## config.mk

```make
export PLATFORM = sky130hd
export DESIGN_NAME = massbus_mux
export DESIGN_NICKNAME = d
export VERILOG_FILES = /design/src/rtl/massbus_mux_pkg.sv /design/src/rtl/massbus_mux_regctl.sv /design/src/rtl/massbus_mux.sv
export SDC_FILE = /design/constraint.sdc
export NUM_CORES = 1
export LEC_CHECK = 0
export CAP_MARGIN = 20
export CORE_AREA = 8 8 255 257
export CTS_CLUSTER_DIAMETER = 120
export DETAILED_ROUTE_END_ITERATION = 10
export DIE_AREA = 0 0 263 265
export PLACE_DENSITY_LB_ADDON = 0.08
export SYNTH_ARGS = -nofsm -noshare
export SYNTH_HDL_FRONTEND = slang
export SYNTH_SLANG_ARGS = --single-unit
export TNS_END_PERCENT = 50
```

## constraint.sdc

```tcl
create_clock -name clk -period 10.9 [get_ports clk]
set_clock_uncertainty 0.05 [all_clocks]
set_input_delay 2.725 -clock clk [delete_from_list [all_inputs] [get_ports clk]]
set_output_delay 2.725 -clock clk [all_outputs]
set_load 0.02 [all_outputs]
```

## src/rtl/massbus_mux_pkg.sv

```systemverilog
// Shared types and helpers for the Massbus fan-out between one RH11 and its drives.
package massbus_mux_pkg;

  typedef enum logic {R_IDLE, R_WAIT}   reg_state_e;
  typedef enum logic {X_IDLE, X_ACTIVE} xfer_state_e;

  localparam logic [15:0] NED_DATA = 16'h0000;

  function automatic logic unit_valid(input logic [2:0] unit, input int num_units);
    return int'(unit) < num_units;
  endfunction

endpackage

```

## src/rtl/massbus_mux_regctl.sv

```systemverilog
// Register-access sequencer: forwards one read/write to the selected drive and
// reports either its REGACK data or a nonexistent-drive timeout.
module massbus_mux_regctl
  import massbus_mux_pkg::*;
#(
  parameter int NUM_UNITS   = 8,
  parameter int DATA_WIDTH  = 36,
  parameter int REG_TIMEOUT = 31
) (
  input  logic                      clk,
  input  logic                      rst,
  input  logic                      init_i,
  input  logic                      read_i,
  input  logic                      write_i,
  input  logic [2:0]                unit_i,
  input  logic [4:0]                regsel_i,
  input  logic [DATA_WIDTH-1:0]     datai_i,
  input  logic [NUM_UNITS-1:0]      dpr_i,
  input  logic [NUM_UNITS-1:0]      regack_i,
  input  logic [NUM_UNITS*16-1:0]   regdat_i,
  output logic [NUM_UNITS-1:0]      s_read_o,
  output logic [NUM_UNITS-1:0]      s_write_o,
  output logic [4:0]                s_regsel_o,
  output logic [DATA_WIDTH-1:0]     wdata_o,
  output logic                      regack_o,
  output logic                      ned_o,
  output logic [15:0]               regdat_o
);

  localparam int CW = $clog2(REG_TIMEOUT + 1);
  localparam logic [CW-1:0] LAST_CNT = CW'(REG_TIMEOUT - 1);

  reg_state_e            state_q, state_d;
  logic [CW-1:0]         cnt_q, cnt_d;
  logic [2:0]            unit_q, unit_d;
  logic [4:0]            regsel_q, regsel_d;
  logic [DATA_WIDTH-1:0] wdata_q, wdata_d;
  logic [NUM_UNITS-1:0]  read_q, read_d, write_q, write_d;
  logic                  regack_q, regack_d, ned_q, ned_d;
  logic [15:0]           regdat_q, regdat_d;

  logic [NUM_UNITS-1:0]  new_sel, wait_sel;
  logic [15:0]           ack_data;
  logic                  ack_hit, present;

  always_comb begin
    new_sel  = '0;
    wait_sel = '0;
    ack_data = NED_DATA;
    for (int i = 0; i < NUM_UNITS; i++) begin
      new_sel[i]  = (unit_i == 3'(i));
      wait_sel[i] = (unit_q == 3'(i));
      if (wait_sel[i]) ack_data = regdat_i[i*16 +: 16];
    end
    ack_hit = |(wait_sel & regack_i);
    present = unit_valid(unit_i, NUM_UNITS) && |(new_sel & dpr_i);
  end

  // NOTE: every signal written here gets a default first, so no path can leave it unassigned and infer a latch.
  always_comb begin
    state_d  = state_q;
    cnt_d    = cnt_q;
    unit_d   = unit_q;
    regsel_d = regsel_q;
    wdata_d  = wdata_q;
    read_d   = '0;
    write_d  = '0;
    regack_d = 1'b0;
    ned_d    = 1'b0;
    regdat_d = NED_DATA;
    if (init_i) begin
      state_d = R_IDLE;
    end else begin
      case (state_q)
        R_IDLE: begin
          if (read_i || write_i) begin
            unit_d   = unit_i;
            regsel_d = regsel_i;
            wdata_d  = datai_i;
            if (present) begin
              read_d  = read_i ? new_sel : '0;
              write_d = (write_i && !read_i) ? new_sel : '0;
              cnt_d   = '0;
              state_d = R_WAIT;
            end else begin
              regack_d = 1'b1;
              ned_d    = 1'b1;
            end
          end
        end
        R_WAIT: begin
          // A REGACK arriving on the timeout cycle still counts as a good access.
          if (ack_hit) begin
            regack_d = 1'b1;
            regdat_d = ack_data;
            state_d  = R_IDLE;
          end else if (cnt_q == LAST_CNT) begin
            regack_d = 1'b1;
            ned_d    = 1'b1;
            state_d  = R_IDLE;
          end else begin
            cnt_d = cnt_q + 1'b1;
          end
        end
      endcase
    end
  end

  // NOTE: state registers use non-blocking assignments so every flop samples pre-edge values.
  always_ff @(posedge clk or posedge rst) begin
    if (rst) begin
      state_q  <= R_IDLE;
      cnt_q    <= '0;
      unit_q   <= '0;
      regsel_q <= '0;
      wdata_q  <= '0;
      read_q   <= '0;
      write_q  <= '0;
      regack_q <= 1'b0;
      ned_q    <= 1'b0;
      regdat_q <= '0;
    end else begin
      state_q  <= state_d;
      cnt_q    <= cnt_d;
      unit_q   <= unit_d;
      regsel_q <= regsel_d;
      wdata_q  <= wdata_d;
      read_q   <= read_d;
      write_q  <= write_d;
      regack_q <= regack_d;
      ned_q    <= ned_d;
      regdat_q <= regdat_d;
    end
  end

  assign s_read_o   = read_q;
  assign s_write_o  = write_q;
  assign s_regsel_o = regsel_q;
  assign wdata_o    = wdata_q;
  assign regack_o   = regack_q;
  assign ned_o      = ned_q;
  assign regdat_o   = regdat_q;

endmodule

```

## src/rtl/massbus_mux.sv

```systemverilog
// Massbus fan-out: register access via massbus_mux_regctl, data-transfer binding to
// the drive that accepted GO, and status/attention routing back to the RH11.
module massbus_mux
  import massbus_mux_pkg::*;
#(
  parameter int NUM_UNITS   = 8,
  parameter int DATA_WIDTH  = 36,
  parameter int REG_TIMEOUT = 31
) (
  input  logic                            clk,
  input  logic                            rst,
  input  logic                            m_init,
  input  logic                            m_read,
  input  logic                            m_write,
  input  logic [4:0]                      m_regsel,
  input  logic [2:0]                      m_unit,
  input  logic [4:0]                      m_fun,
  input  logic                            m_go,
  input  logic [DATA_WIDTH-1:0]           m_datai,
  input  logic                            m_acki,
  output logic                            m_reqo,
  output logic [DATA_WIDTH-1:0]           m_datao,
  output logic [15:0]                     m_regdat,
  output logic                            m_regack,
  output logic                            m_ned,
  output logic                            m_busy,
  output logic [7:0]                      m_ata,
  output logic                            m_dpr,
  output logic                            m_dva,
  output logic                            m_dry,
  output logic [NUM_UNITS-1:0]            s_read,
  output logic [NUM_UNITS-1:0]            s_write,
  output logic [NUM_UNITS-1:0]            s_go,
  output logic [NUM_UNITS-1:0]            s_init,
  output logic [4:0]                      s_regsel,
  output logic [4:0]                      s_fun,
  output logic [DATA_WIDTH-1:0]           s_datai,
  output logic [NUM_UNITS-1:0]            s_acki,
  input  logic [NUM_UNITS-1:0]            s_reqo,
  input  logic [NUM_UNITS-1:0]            s_regack,
  input  logic [NUM_UNITS-1:0]            s_ata,
  input  logic [NUM_UNITS-1:0]            s_dpr,
  input  logic [NUM_UNITS-1:0]            s_dva,
  input  logic [NUM_UNITS-1:0]            s_dry,
  input  logic [NUM_UNITS*16-1:0]         s_regdat,
  input  logic [NUM_UNITS*DATA_WIDTH-1:0] s_datao
);

  xfer_state_e           x_state_q, x_state_d;
  logic [2:0]            active_q, active_d;
  logic [NUM_UNITS-1:0]  s_go_q, s_go_d, dry_q;
  logic [4:0]            fun_q, fun_d;
  logic [7:0]            ata_q, ata_d;
  logic [NUM_UNITS-1:0]  unit_sel, active_sel;
  logic [DATA_WIDTH-1:0] wdata;
  logic                  go_present, dry_rise, xfer_active;

  massbus_mux_regctl #(
    .NUM_UNITS  (NUM_UNITS),
    .DATA_WIDTH (DATA_WIDTH),
    .REG_TIMEOUT(REG_TIMEOUT)
  ) u_regctl (
    .clk       (clk),
    .rst       (rst),
    .init_i    (m_init),
    .read_i    (m_read),
    .write_i   (m_write),
    .unit_i    (m_unit),
    .regsel_i  (m_regsel),
    .datai_i   (m_datai),
    .dpr_i     (s_dpr),
    .regack_i  (s_regack),
    .regdat_i  (s_regdat),
    .s_read_o  (s_read),
    .s_write_o (s_write),
    .s_regsel_o(s_regsel),
    .wdata_o   (wdata),
    .regack_o  (m_regack),
    .ned_o     (m_ned),
    .regdat_o  (m_regdat)
  );

  always_comb begin
    unit_sel   = '0;
    active_sel = '0;
    for (int i = 0; i < NUM_UNITS; i++) begin
      unit_sel[i]   = (m_unit == 3'(i));
      active_sel[i] = (active_q == 3'(i));
    end
    go_present  = unit_valid(m_unit, NUM_UNITS) && |(unit_sel & s_dpr);
    xfer_active = (x_state_q == X_ACTIVE);
    dry_rise    = |(active_sel & s_dry & ~dry_q);
  end

  // A GO during a transfer still reaches its drive (e.g. a seek) but never rebinds the data path.
  always_comb begin
    x_state_d = x_state_q;
    active_d  = active_q;
    s_go_d    = '0;
    fun_d     = fun_q;
    if (m_init) begin
      x_state_d = X_IDLE;
    end else begin
      if (m_go && go_present) begin
        s_go_d = unit_sel;
        fun_d  = m_fun;
        if (!xfer_active) begin
          x_state_d = X_ACTIVE;
          active_d  = m_unit;
        end
      end
      if (xfer_active && dry_rise) x_state_d = X_IDLE;
    end
  end

  always_comb begin
    ata_d = '0;
    ata_d[NUM_UNITS-1:0] = s_ata;
  end

  always_ff @(posedge clk or posedge rst) begin
    if (rst) begin
      x_state_q <= X_IDLE;
      active_q  <= '0;
      s_go_q    <= '0;
      fun_q     <= '0;
      dry_q     <= '0;
      ata_q     <= '0;
    end else begin
      x_state_q <= x_state_d;
      active_q  <= active_d;
      s_go_q    <= s_go_d;
      fun_q     <= fun_d;
      dry_q     <= s_dry;
      ata_q     <= ata_d;
    end
  end

  always_comb begin
    m_reqo  = 1'b0;
    m_datao = '0;
    s_acki  = '0;
    if (xfer_active) begin
      m_reqo = |(active_sel & s_reqo);
      s_acki = active_sel & {NUM_UNITS{m_acki}};
      for (int i = 0; i < NUM_UNITS; i++) begin
        if (active_sel[i]) m_datao = s_datao[i*DATA_WIDTH +: DATA_WIDTH];
      end
    end
  end

  // Pass-through outputs are gated by rst so the whole port reads zero while reset is held.
  assign m_dpr   = !rst && |(unit_sel & s_dpr);
  assign m_dva   = !rst && |(unit_sel & s_dva);
  assign m_dry   = !rst && |(unit_sel & s_dry);
  assign s_init  = rst ? '0 : {NUM_UNITS{m_init}};
  assign s_datai = rst ? '0 : ((|s_write) ? wdata : m_datai);

  assign m_busy = xfer_active;
  assign m_ata  = ata_q;
  assign s_go   = s_go_q;
  assign s_fun  = fun_q;

endmodule
```

==> results.ini <==
[route]
drc=0
ant_nets=0
firstDrtPassIters=4
wl_per_cell_um=22.95
viasPerCell=4.349
num_vias=11080
finalWirelength_mm=58.48
drt_iter0_drc=421

[sta]
tightest_slew_ns=1.085
rsz0062_at_grt=no
finalSetupViolations=0
layout_setup_ws_ns=2.621
min_period_over_period_pct=75.95
max-slew-margin-rel_pct=27.67
finalCriticalPeriod_ns=8.279
fin_tns_setup_ns=0
hold_viol=0
slew_violations=0
fmax_mhz=120.8

[grt]
antenna_found_initial=22
grt_pass1_vias=11750
globalRoute.totalOverflow=0
grt_pass1_wl_mm=83.59
grt_max_degree=86
track_usage_pct=16.03

[placement]
dpl_worst_slack_ns=2.653
port_buffers=672
dp.cells=2504
hpwl_mm=46.48
gp_congestion=0.7928

[pwr]
leakage_nw=6.484
switching_power_w=0.0008610
netSwitchingFraction_pct=38.12
seqPwrFrac_pct=24.4
power.density_nw_per_um2=130.9
power_w=0.002259
p_int_w=0.001398
clockPowerShare_pct=27.3
combPwrFrac_pct=48.3
vdd_drop_max_uv=97.74

[min_path]
hold_depth=1
hp-start=s_fun[2]$_DFFE_PP0P_
min_to=s_fun[2]$_DFFE_PP0P_
hold_class=reg2reg

[finish]
drive_gt1_share_pct=9.107
nets=2256
nFillCells=6602
area_delta_synth_final_pct=87.24
final_cell_mix=clkdlybuf4s50_1 (671), nand2_1 (205), o21ai_0 (135)
final_common_cell=clkdlybuf4s50_1
stdcell_count=2548

[setup_path]
endpoint_kind=output port
cp_top_family=buffers and inverters
crit_type=in2out
crit_buf_inv=3
path_depth=6
required_ns=8.12
crit_chain=clkdlybuf4s50_1 -> inv_1 -> o311ai_4 -> nor3_1 -> nor2_1 -> clkdlybuf4s50_1
cp_slowest_cell=clkdlybuf4s50_1
start_kind=primary input
path_common_cell=clkdlybuf4s50_1
worstPathArrival_ns=5.50
rr_startpoint=u_regctl.unit_q[2]$_DFFE_PP0P_
reg2reg_slack_ns=8.11
crit_path_max_fanout=24
rr_worst_depth=6
crit_path_max_incr_delay_ns=1.13
r2r-end=u_regctl.regdat_o[15]$_DFF_PP0_

[die]
ios=673
core_area_sq_um=61030
fp.dieW_um=263
fp.dieH_um=265
initial_core_util_pct=15.11
rows=91
dieArea_sq_um=69700

[clock_tree]
cts_buffer_depth=2
cts_resized=0
htreeDepth=4
cts_buffers=17
path_clk_slew_ns=0.06
cts_tree=built
cts_setup_buffers=0
cts_sinks=117
cts-root-buf=clkbuf_16
ctsHoldBuffers=0
clock_latency_ns=0.43

[synthesis]
yosysSeqAreaShare_pct=31.76
synth.area.top_cells=dfrtp_1 (32%), mux2i_1 (10%), mux2_2 (8.9%)
synth_ff_type=dfrtp_1
synth_cell_types=59
syn_avg_cell_area_sq_um=8.108
yosys.area.top_type=dfrtp_1
yosys_warnings=0
synth_top_area_share_pct=31.76
syn-num-nets=1659
syn-instance-count=1137
synth-seq-cells=117
yosys.area_share.simple_pct=15.34
synth_top_family_by_area=compound AO/OA/AOI/OAI gates
muxShareOfSynthArea_pct=21.77
synth_edf_count=0
synth-xor-area-share_pct=0.1900
mappedNetlistArea_sq_um=9219
synthAdderAreaFrac_pct=0.2714
async_flop_share_pct=100.0
synth-compound-area-share_pct=23.78

[outcome]
status=finished clean

[job]
cap_violations=0

==> layer usage <==
layer	wire length, um	vias to the layer above	part of all wire [%]	track usage [%]
met3	4809	57	8.2	6.079
met1	22330	5298	38	17.13
li1	-	5314	-	-
met5	56	-	0.096	0
met4	1061	10	1.8	5.187
met2	30220	403	52	28.98
==> sequential cells by signal, indices dropped and copies added, names as in the netlist <==
signal and flops:
active_q 3, dry_q 8, m_ata 8, m_busy 1, s_fun 5, s_go 8
u_regctl.cnt_q 5, u_regctl.ned_o 1, u_regctl.regack_o 1, u_regctl.regdat_o 16, u_regctl.s_read_o 8, u_regctl.s_regsel_o 5
u_regctl.s_write_o 8, u_regctl.state_q 1, u_regctl.unit_q 3, u_regctl.wdata_o 36
==> worst max path at each step <==
stage | startpoint | slack [ns] | end
6_report | m_unit[2] | 2.62 | m_dpr
5_1_grt | m_unit[2] | 2.44 | m_dpr
4_1_cts | m_unit[2] | 2.63 | m_dpr
3_5_place_dp | m_unit[2] | 2.65 | m_dpr
3_3_place_gp | m_unit[2] | 2.72 | m_dpr
2_1_floorplan | m_unit[2] | 4.29 | m_dva
==> power by group through the flow <==
stage	clock network (W)	registers (W)	logic (W)
floorplan	0	0.000538	0.000638
global placement	0	0.000559	0.00110
detailed placement	0	0.000561	0.00110
CTS	0.000639	0.000553	0.00111
global route	0.000654	0.000562	0.00119
finish	0.000618	0.000551	0.00109
==> Yosys cell counts (all sizes together), types with 7 or more instances <==
| cell type | number |
|---|---|
| a21oi | 113 |
| a31oi | 21 |
| buf | 49 |
| clkbuf | 63 |
| dfrtp | 117 |
| inv | 31 |
| mux2 | 80 |
| mux2i | 94 |
| mux4 | 7 |
| nand2 | 206 |
| nand2b | 11 |
| nand3 | 11 |
| nor2 | 42 |
| nor3 | 17 |
| o211ai | 44 |
| o21ai | 137 |
| o221ai | 19 |
| o22ai | 13 |
==> cell families (layout without fill, tap and decap cells) <==
kind of cell | after synthesis | count (layout)
compound gates | 369 | 369
xor+xnor | 2 | 2
fa+ha+maj | 2 | 2
buf+inv | 143 | 752
flops | 117 | 117
mux | 181 | 181
other cells | 0 | 12
simple gates | 323 | 323
==> through the flow <==
step	hold slack [ns]	instance area, sq um	utilization (%)
6_report	0.4421	17260	28.28
5_1_grt	0.4645	17260	28.28
4_1_cts	0.4454	17200	28.19
3_5_place_dp	0.4358	16580	27.16
3_3_place_gp	0.4264	16580	27.16
2_1_floorplan	0.4174	9219	-
==> layout make-up <==
cell class	count	area [sq um]	area share, %
clock buffer	17	425.4	2.464
clock inverter	14	202.7	1.174
timing repair buffer	690	6877	39.84
antenna	12	30.03	0.1740
inverter	31	121.4	0.7031
sequential	117	2943	17.05
multi-input combinational	877	5674	32.87
tap	790	988.4	5.726
(Power assumes the default switching activity.)
